[src/rtl/bp_pkg.sv]
// Shared branch-predictor types: 2-bit counter encoding, its saturating update,
// and the BHT write-back controller state encoding.
package bp_pkg;

    typedef enum logic [1:0] {
        SNT = 2'b00,
        WNT = 2'b01,
        WT  = 2'b10,
        ST  = 2'b11
    } state_t;

    localparam state_t BHT_RESET_STATE = WNT;

    typedef enum logic [1:0] {
        IDLE,
        DRAIN,
        CLEAR
    } ctrl_state_t;

    function automatic state_t sat_next(input state_t s, input logic taken);
        state_t r;
        r = s;
        if (taken) begin
            if (s != ST) r = state_t'(s + 2'd1);
        end else begin
            if (s != SNT) r = state_t'(s - 2'd1);
        end
        return r;
    endfunction

endpackage

[src/rtl/bht_upd_fifo.sv]
// Resolution buffer holding {index, taken}; flush empties it in one cycle.
module bht_upd_fifo #(
    parameter int unsigned INDEX_BITS = 4,
    parameter int unsigned FIFO_DEPTH = 4
) (
    input  logic                          clk,
    input  logic                          rst,
    input  logic                          push,
    input  logic [INDEX_BITS-1:0]         push_index,
    input  logic                          push_taken,
    input  logic                          pop,
    input  logic                          flush,
    output logic [INDEX_BITS-1:0]         head_index,
    output logic                          head_taken,
    output logic                          full,
    output logic                          empty,
    output logic [$clog2(FIFO_DEPTH):0]   level
);
    localparam int unsigned PTR_W = $clog2(FIFO_DEPTH);
    localparam int unsigned LVL_W = PTR_W + 1;
    localparam logic [LVL_W-1:0] FULL_LVL = LVL_W'(FIFO_DEPTH);

    logic [INDEX_BITS:0] mem_q [FIFO_DEPTH];
    logic [PTR_W-1:0]    wr_ptr_q, wr_ptr_d, rd_ptr_q, rd_ptr_d;
    logic [LVL_W-1:0]    level_q, level_d;

    always_comb begin
        wr_ptr_d = wr_ptr_q;
        rd_ptr_d = rd_ptr_q;
        level_d  = level_q;
        if (flush) begin
            wr_ptr_d = '0;
            rd_ptr_d = '0;
            level_d  = '0;
        end else begin
            if (push) wr_ptr_d = wr_ptr_q + 1'b1;
            if (pop)  rd_ptr_d = rd_ptr_q + 1'b1;
            case ({push, pop})
                2'b10:   level_d = level_q + 1'b1;
                2'b01:   level_d = level_q - 1'b1;
                default: level_d = level_q;
            endcase
        end
    end

    always_ff @(posedge clk or negedge rst) begin
        if (!rst) begin
            wr_ptr_q <= '0;
            rd_ptr_q <= '0;
            level_q  <= '0;
        end else begin
            wr_ptr_q <= wr_ptr_d;
            rd_ptr_q <= rd_ptr_d;
            level_q  <= level_d;
        end
    end

    always_ff @(posedge clk) begin
        if (push && !flush) mem_q[wr_ptr_q] <= {push_index, push_taken};
    end

    always_comb begin
        {head_index, head_taken} = mem_q[rd_ptr_q];
        full  = (level_q == FULL_LVL);
        empty = (level_q == '0);
        level = level_q;
    end

endmodule

[src/rtl/bht_update_ctrl.sv]
// BHT write-back scheduler: buffers branch resolutions, retires one read-modify-write
// per cycle, and sequences full-table clears. Optional stats: BHT_UPD_STATS_EN.
module bht_update_ctrl
    import bp_pkg::*;
#(
    parameter int unsigned INDEX_BITS = 4,
    parameter int unsigned FIFO_DEPTH = 4,
    parameter int unsigned DROP_CNT_W = 16
) (
    input  logic                          clk,
    input  logic                          rst,
    input  logic                          res_valid,
    input  logic [31:0]                   res_pc,
    input  logic                          res_taken,
    input  logic                          clear_req,
    output logic                          clear_busy,
    output logic [INDEX_BITS-1:0]         tbl_rd_index,
    input  logic [1:0]                    tbl_rd_state,
    output logic                          tbl_wr_en,
    output logic [INDEX_BITS-1:0]         tbl_wr_index,
    output logic [1:0]                    tbl_wr_state,
    output logic [$clog2(FIFO_DEPTH):0]   fifo_level,
    output logic [DROP_CNT_W-1:0]         drop_cnt
`ifdef BHT_UPD_STATS_EN
    ,
    output logic [31:0]                   upd_cnt,
    output logic [31:0]                   flip_cnt
`endif
);
    localparam int unsigned LVL_W = $clog2(FIFO_DEPTH) + 1;

    ctrl_state_t           state_q, state_d;
    logic [INDEX_BITS-1:0] clr_idx_q, clr_idx_d;
    logic [DROP_CNT_W-1:0] drop_cnt_q, drop_cnt_d;
    logic [INDEX_BITS-1:0] head_index;
    logic                  head_taken, fifo_full, fifo_empty;
    logic [LVL_W-1:0]      level;
    logic                  pop, push, discard;

    // A clear request wins over the drain in its own cycle, so no write slips in ahead of it.
    always_comb begin
        pop = (state_q == DRAIN) && !fifo_empty && !clear_req;
    end

    always_comb begin
        discard    = (state_q == CLEAR) || clear_req;
        push       = res_valid && !discard && (!fifo_full || pop);
        drop_cnt_d = drop_cnt_q;
        if (res_valid && !discard && !push && (drop_cnt_q != '1))
            drop_cnt_d = drop_cnt_q + 1'b1;
    end

    bht_upd_fifo #(
        .INDEX_BITS(INDEX_BITS),
        .FIFO_DEPTH(FIFO_DEPTH)
    ) u_fifo (
        .clk        (clk),
        .rst        (rst),
        .push       (push),
        .push_index (res_pc[INDEX_BITS+1:2]),
        .push_taken (res_taken),
        .pop        (pop),
        .flush      (clear_req),
        .head_index (head_index),
        .head_taken (head_taken),
        .full       (fifo_full),
        .empty      (fifo_empty),
        .level      (level)
    );

    always_comb begin
        state_d   = state_q;
        clr_idx_d = clr_idx_q;
        case (state_q)
            IDLE:  if (!fifo_empty) state_d = DRAIN;
            DRAIN: if (fifo_empty || (pop && level == LVL_W'(1) && !push)) state_d = IDLE;
            CLEAR: begin
                clr_idx_d = clr_idx_q + 1'b1;
                if (clr_idx_q == '1) state_d = IDLE;
            end
            default: state_d = IDLE;
        endcase
        if (clear_req) begin
            state_d   = CLEAR;
            clr_idx_d = '0;
        end
    end

    always_ff @(posedge clk or negedge rst) begin
        if (!rst) begin
            state_q    <= IDLE;
            clr_idx_q  <= '0;
            drop_cnt_q <= '0;
        end else begin
            state_q    <= state_d;
            clr_idx_q  <= clr_idx_d;
            drop_cnt_q <= drop_cnt_d;
        end
    end

    always_comb begin
        tbl_rd_index = '0;
        tbl_wr_en    = 1'b0;
        tbl_wr_index = '0;
        tbl_wr_state = SNT;
        if (state_q == CLEAR) begin
            tbl_wr_en    = 1'b1;
            tbl_wr_index = clr_idx_q;
            tbl_wr_state = BHT_RESET_STATE;
        end else if (pop) begin
            tbl_rd_index = head_index;
            tbl_wr_en    = 1'b1;
            tbl_wr_index = head_index;
            tbl_wr_state = sat_next(state_t'(tbl_rd_state), head_taken);
        end
        clear_busy = (state_q == CLEAR);
        fifo_level = level;
        drop_cnt   = drop_cnt_q;
    end

`ifdef BHT_UPD_STATS_EN
    logic [31:0] upd_cnt_q, upd_cnt_d, flip_cnt_q, flip_cnt_d;

    always_comb begin
        upd_cnt_d  = upd_cnt_q;
        flip_cnt_d = flip_cnt_q;
        if (clear_req) begin
            upd_cnt_d  = '0;
            flip_cnt_d = '0;
        end else if (pop) begin
            upd_cnt_d = upd_cnt_q + 32'd1;
            if (tbl_wr_state[1] != tbl_rd_state[1]) flip_cnt_d = flip_cnt_q + 32'd1;
        end
    end

    always_ff @(posedge clk or negedge rst) begin
        if (!rst) begin
            upd_cnt_q  <= '0;
            flip_cnt_q <= '0;
        end else begin
            upd_cnt_q  <= upd_cnt_d;
            flip_cnt_q <= flip_cnt_d;
        end
    end

    always_comb begin
        upd_cnt  = upd_cnt_q;
        flip_cnt = flip_cnt_q;
    end
`endif

endmodule

[config.mk]
export PLATFORM = sky130hd
export DESIGN_NAME = bht_update_ctrl
export DESIGN_NICKNAME = d
export VERILOG_FILES = /design/src/rtl/bp_pkg.sv /design/src/rtl/bht_upd_fifo.sv /design/src/rtl/bht_update_ctrl.sv
export SDC_FILE = /design/constraint.sdc
export NUM_CORES = 1
export LEC_CHECK = 0
export ABC_AREA = 1
export CAP_MARGIN = 20
export CORE_AREA = 10 10 96 77
export CTS_BUF_LIST = sky130_fd_sc_hd__clkbuf_16
export CTS_CLUSTER_DIAMETER = 50
export CTS_CLUSTER_SIZE = 10
export DETAILED_ROUTE_END_ITERATION = 8
export DIE_AREA = 0 0 106 87
export DONT_BUFFER_PORTS = 1
export GPL_ROUTABILITY_DRIVEN = 0
export PLACE_DENSITY = 0.7
export SYNTH_ARGS = -nofsm -noshare
export SYNTH_HDL_FRONTEND = slang
export SYNTH_HIERARCHICAL = 1
export SYNTH_SLANG_ARGS = --single-unit
[constraint.sdc]
create_clock -name clk -period 2.9 [get_ports clk]
set_input_delay 0.29 -clock clk [delete_from_list [all_inputs] [get_ports clk]]
set_output_delay 0.29 -clock clk [all_outputs]
set_load 0.01 [all_outputs]
==> metrics.txt, run 1 <==
status=complete, no violations; critical path class=flop to primary output; synth warn=6; Worst-Skew Late Latency=280 ps; Layout Skew=6.66 ps; combinational fraction of design power=approximately 3.4%; Starting Density=47.9%; Pre-antenna DRT Iters=4; final hold violations=0; pwr dens=484 nW/µm²; total core area=5590 µm²; final wirelength=just under 6000 µm; antenna violations before repair=0; overall die area=9220 µm²; Die X=106 µm; PortBufs=0; switching power=0.000276 W; die height=87 µm; fin crit share=77.9%; internal power=0.00115 W; post-layout util=52.6%; Max Cap Viol=0; dpl cells=404; Synth Instances=approximately 330; CP dominant cell by count=o21ai_0; DR vias=about 2.1k; synth top area cells=dfrtp_1 (27%), edfxtp_1 (22%), nand2_1 (15%), nor2_1 (6.6%), inv_1 (4.3%); worst-path cell chain=inv_1, o21ai_0, o22ai_1, o21ai_0, o21ai_0; fin cells=414; largest area contributor in the netlist=dfrtp_1; Cell Area, Synth=roughly 2700 µm²; FP Rows=24; post-route minimum period=2260 ps; share of layout cells above drive strength 1=8.63%; Tot GR Track Use=roughly 13%; hold crit path type=input port to flop; Worst path top cell family by delay=compound AO/OA/AOI/OAI gates; H-tree levels=2; largest family of logic cells by synthesized area=simple AND/OR/NAND/NOR gates; setup bufs post-CTS=0; vias in the first global route=1959; vias per cell=5.08; detailed placement HPWL=about 4500 µm; Synth cell types=30; clock share of power=44.5%; Finished Cell Area=2940 µm²; Worst R2R Start=u_fifo/level[0]; sw frac=19.4%; Worst Setup Start Kind=flop; Critical Path RT=approximately 2600 ps; I/O pin cnt=70; remaining antenna violation count=0; Simple-Gate Fraction of Synth Area=29.6%; Final Net Count=381; fmax=442 MHz; first-pass GRT wire length=between 9000 and 10000 µm; gr ovfl total=0; Mapped Nets=374; Synth Area in Compound Gates=7.85%; WP buf/inv=1; Root Buffer=clkbuf_16; post-cts resize count=0; clock-pin slew on the worst setup and hold paths=about 70 ps; #FFs+latches synth=49; CTS sink count=49; Iter 0 DRT Violations=122; total CTS buffers=5; fillers=540; Seq pwr share=52.1%; crit path launch=u_fifo/rd_ptr_q[0]; RSZ-0062 raised after global routing=no; Placed Area=2750 µm²; static leakage=1.29 nW; mux cell area share after synthesis=0%; crit-path max cell delay=500 ps; Slowest cell on crit path=dfrtp_1; Final setup viols=0; worst-margin pin slew=545 ps; Slew Limit Headroom=a little under two thirds; adder-cell share of the synthesized area=3.55%; Mean Syn Cell Area=8.16 µm²; share of Yosys cell area claimed by the top area cell type=27.1%; WL/cell=around 14 µm; post-synthesis xor/xnor area fraction=2.29%; WHS=slightly above 100 ps; Worst setup EP type=primary output; crit path max fanout=12; Sum Neg Setup Slack=0 ps; CTS Buffer Depth=2; maximum vdd drop=0.338 mV; drt drc=0; largest net degree at the start of global routing=30; sequential cell area fraction in the yosys report=roughly half; worst hold path startpoint=res_pc[5]; CTS tree=yes; diodes inserted=0; max-slew violations=0; Layout area overhead=9.86%; Crit path arrival time=~2000 ps
==> path summary, 6_finish.rpt <==
kind                                      end  slack, ps  depth (start not counted)
max                           tbl_wr_state[0]        640                          5
min                        u_fifo/mem_q[2][4]        100                          0
max reg2reg                u_fifo/mem_q[2][0]        800                          7
min reg2reg                      clr_idx_q[3]        540                          3
max in group asynchronous  u_fifo/wr_ptr_q[0]       2280                          2
min in group asynchronous        drop_cnt[14]        450                          2
==> per-layer routing <==
layer	vias to the layer above	part of all wire, %	track usage, %
li1	1063	-	-
met1	977	45	17.8
met2	63	45	19.5
met3	2	9.8	4.51
met4	0	0.41	2.45
met5	-	0	0
==> layout by cell type, fill, tap and decap left out <==
cell	n
nand2_1	106
nor2_1	47
inv_1	32
dfrtp_1	29
o21ai_0	20
edfxtp_1	20
nand3_1	11
o22ai_1	9
inv_2	6
nand4_1	6
ha_1	6
nand2_2	5
a21oi_1	5
clkbuf_16	5
nor3_1	4
xnor2_1	4
buf_4	4
xor2_1	3
nor2_4	2
nand3_4	1
nor2_2	1
nand2_4	1
nor2b_1	1
o21ai_4	1
o31ai_1	1
bufinv_16	1
buf_12	1
dlygate4sd3_1	1
nand3_2	1
o21ai_1	1
fa_1	1
==> Yosys cell counts, drive strengths merged <==
cell	instances
nor2	50
nand3	13
xor2	3
buf	5
nand2	112
nand4	6
fa	1
ha	6
inv	36
dfrtp	29
o21ai	22
o22ai	9
edfxtp	20
xnor2	4
a21oi	5
clkbuf	1
nor2b	1
o31ai	1
nor3	4
==> worst reg2reg max path: stages (launching register included) <==
cell	delay [ps]
dfrtp_1	540
nor3_1	140
nor2_1	110
nand2_1	90
a21oi_1	150
buf_4	150
nand2_1	110
nor2_1	450
==> power by group through the flow <==
stage	Sequential (W)	Clock [W]	Combinational, W
final	0.000742	0.000634	0.0000479
after CTS	0.000742	0.000645	0.0000490
after floorplan	0.000753	0	0.0000297
after global placement	0.000756	0	0.0000343
after global routing	0.000743	0.000681	0.0000572
after detailed placement	0.000757	0	0.0000355
==> sequential cells by signal, summed over array words and instances, names as in the netlist <==
| signal | count |
|---|---|
| clr_idx_q | 4 |
| drop_cnt | 16 |
| state_q | 2 |
| u_fifo/level | 3 |
| u_fifo/mem_q | 20 |
| u_fifo/rd_ptr_q | 2 |
| u_fifo/wr_ptr_q | 2 |
==> area by class of cell <==
| type | count | area (µm²) | area share, % |
|---|---|---|---|
| clock inverters | 3 | 37.5 | 1.28 |
| flip-flops and latches | 49 | 1330 | 45.1 |
| repair buffers | 6 | 60.1 | 2.04 |
| inverters | 36 | 135 | 4.60 |
| multi-input cells | 237 | 1160 | 39.4 |
| well taps | 78 | 97.6 | 3.32 |
| clock buffers | 5 | 125 | 4.26 |
==> kinds of logic after synthesis <==
logic type	after synthesis
adders and majority gates	7
DFF	49
AOI/OAI and AO/OA	37
buffers and inverters	42
xor gates and xnor gates	7
and+or+nand+nor	186
==> repair_timing <==
| action | CTS | global route |
|---|---|---|
| endpoints found under the setup margin | 0 | 0 |
| hold buffers | 2 | 0 |
| endpoints found under the hold margin | 29 | 0 |
==> through the flow <==
step | power (W) | worst slack, ps
6_report | 0.00142 | 640
5_1_grt | 0.00148 | 487
4_1_cts | 0.00144 | 619
3_5_place_dp | 0.000792 | 797
3_3_place_gp | 0.000790 | 809
2_1_floorplan | 0.000783 | 715
No activity file was read; power rests on OpenSTA's default activity.
==> run 2: changes to the inputs <==
==> constraint.sdc (replaced) <==
create_clock -name clk -period 2.23 [get_ports clk]
set_input_delay 0.223 -clock clk [delete_from_list [all_inputs] [get_ports clk]]
set_output_delay 0.223 -clock clk [all_outputs]
set_load 0.01 [all_outputs]
==> metrics.txt, run 2 (synthesized netlist as in run 1, its figures left out) <==
status=complete, no violations; critical path class=flop to flop; max reg flops=20; die height=slightly below 90 µm; Layout Skew=4.93 ps; switching power=0.000365 W; gr ovfl total=0; diodes inserted=0; vias in the first global route=1953; hold crit path type=input port to flop; Worst R2R Start=u_fifo/level[2]; Final Net Count=just under 400; Iter 0 DRT Violations=125; largest net degree at the start of global routing=30; maximum vdd drop=approximately 0.30 mV; max-slew violations=0; Starting Density=approximately 48%; PortBufs=0; vias per cell=about 5.1; Tot GR Track Use=13.0%; Final setup viols=0; pwr dens=619 nW/µm²; internal power=0.00150 W; final hold violations=0; Worst Setup Start Kind=flop; fin crit share=between 80% and 90%; total core area=5590 µm²; post-route minimum period=1980 ps; Finished Cell Area=3010 µm²; worst-path cell chain=nor3_2, nor2_1, nand2_1, a21oi_1, nor2_1, fa_1, inv_1, nand2_1, nand3_1, nand2_1, nand2_1, nand2_1; WP buf/inv=1; crit path max fanout=6; R2R Setup Slk=250 ps; Sum Neg Setup Slack=0 ps; drt drc=0; Layout area overhead=12.5%; Pre-antenna DRT Iters=4; WL/cell=14.0 µm; Placed Area=2790 µm²; antenna violations before repair=0; Crit path arrival time=2150 ps; Hold Path Depth=0; clock-pin slew on the worst setup and hold paths=60 ps; worst-margin pin slew=512 ps; share of layout cells above drive strength 1=11.3%; static leakage=about 1.3 nW; worst reg-to-reg path cell count=12; worst hold path startpoint=res_pc[2]; Critical Path RT=about 2400 ps; Worst setup EP type=flop; Slew Limit Headroom=65.7%; overall die area=9220 µm²; I/O pin cnt=70; commonest non-fill, non-tap cell in the layout=nand2_1; crit-path max cell delay=510 ps; Seq pwr share=51.2%; DR vias=between 2k and 2.5k; detailed placement HPWL=4380 µm; Max Cap Viol=0; Slowest cell on crit path=dfrtp_1; Worst path top cell family by delay=simple AND/OR/NAND/NOR gates; first-pass GRT wire length=9790 µm; Crit. path cell count=12; most frequent cells in the layout=nand2_1 (106), nor2_1 (47), inv_1 (31); H-tree levels=2; combinational fraction of design power=4.5%; CTS sink count=approximately 50; FP Rows=24; post-layout util=53.9%; CTS tree=yes; CTS Buffer Depth=2; sw frac=19.6%; remaining antenna violation count=0; Root Buffer=clkbuf_16; clock share of power=~44%; total CTS buffers=5; crit path launch=u_fifo/level[2]; Worst-Skew Late Latency=roughly 280 ps; fmax=505 MHz; fillers=505; Die X=106 µm; final wirelength=5920 µm; Most flops, register=u_fifo/mem_q; RSZ-0062 raised after global routing=no; CP dominant cell by count=nand2_1
==> run 2: cell count changes in the layout (fill, tap and decap cells not counted), sizes merged <==
cell	previous run	this run
clkinvlp	0	1
inv	38	36
buf	5	13
clkinv	0	1
==> run 2: repair_timing <==
item,in CTS,in global routing
endpoints found under the setup margin,0,3
buffers inserted,0,3
hold buffers,2,0
resized for setup,0,3
endpoints found under the hold margin,29,0
==> run 2: final timing paths <==
check	to
worst max-delay path	u_fifo/level[2]
min in group asynchronous	drop_cnt[15]
worst max register to register	u_fifo/level[2]
max in group asynchronous	u_fifo/rd_ptr_q[0]
worst min-delay path	u_fifo/mem_q[1][1]
worst min register to register	clr_idx_q[3]
==> run 2: power groups by stage <==
| stage | combinational, W | sequential, W | clock [W] |
|---|---|---|---|
| after floorplan | 0.0000386 | 0.000979 | 0 |
| after global placement | 0.0000646 | 0.000972 | 0 |
| after detailed placement | 0.0000665 | 0.000972 | 0 |
| after CTS | 0.0000842 | 0.000954 | 0.000845 |
| after global routing | 0.0000981 | 0.000955 | 0.000880 |
| final | 0.0000835 | 0.000955 | 0.000827 |
==> run 2: stage by stage <==
stage	std cells	total power, W	setup slack (ps)	hold WS (ps)
after floorplan	328	0.00102	45.1	-72.6
after global placement	409	0.00104	236	-71.7
after detailed placement	409	0.00104	210	-71.7
after CTS	419	0.00188	83.1	29.8
after global routing	422	0.00193	1.35	22.7
final	422	0.00186	250	32.3
==> run 2: routing by layer <==
layer | wire length, µm | global-route usage (%)
met5 | 0 | 0
met4 | 48 | 3.56
met3 | 522 | 4.44
met2 | 2550 | 19.0
met1 | 2800 | 17.8
==> run 2: final cells by class <==
type | count | area (µm²) | share of cell area [%]
Clock buffer | 5 | 125 | 4.16
Tap cell | 78 | 97.6 | 3.24
Sequential cell | 49 | 1330 | 44.1
Clock inverter | 3 | 37.5 | 1.25
Inverter | 36 | 139 | 4.61
Timing Repair Buffer | 14 | 120 | 3.99
Multi-Input combinational cell | 237 | 1160 | 38.7
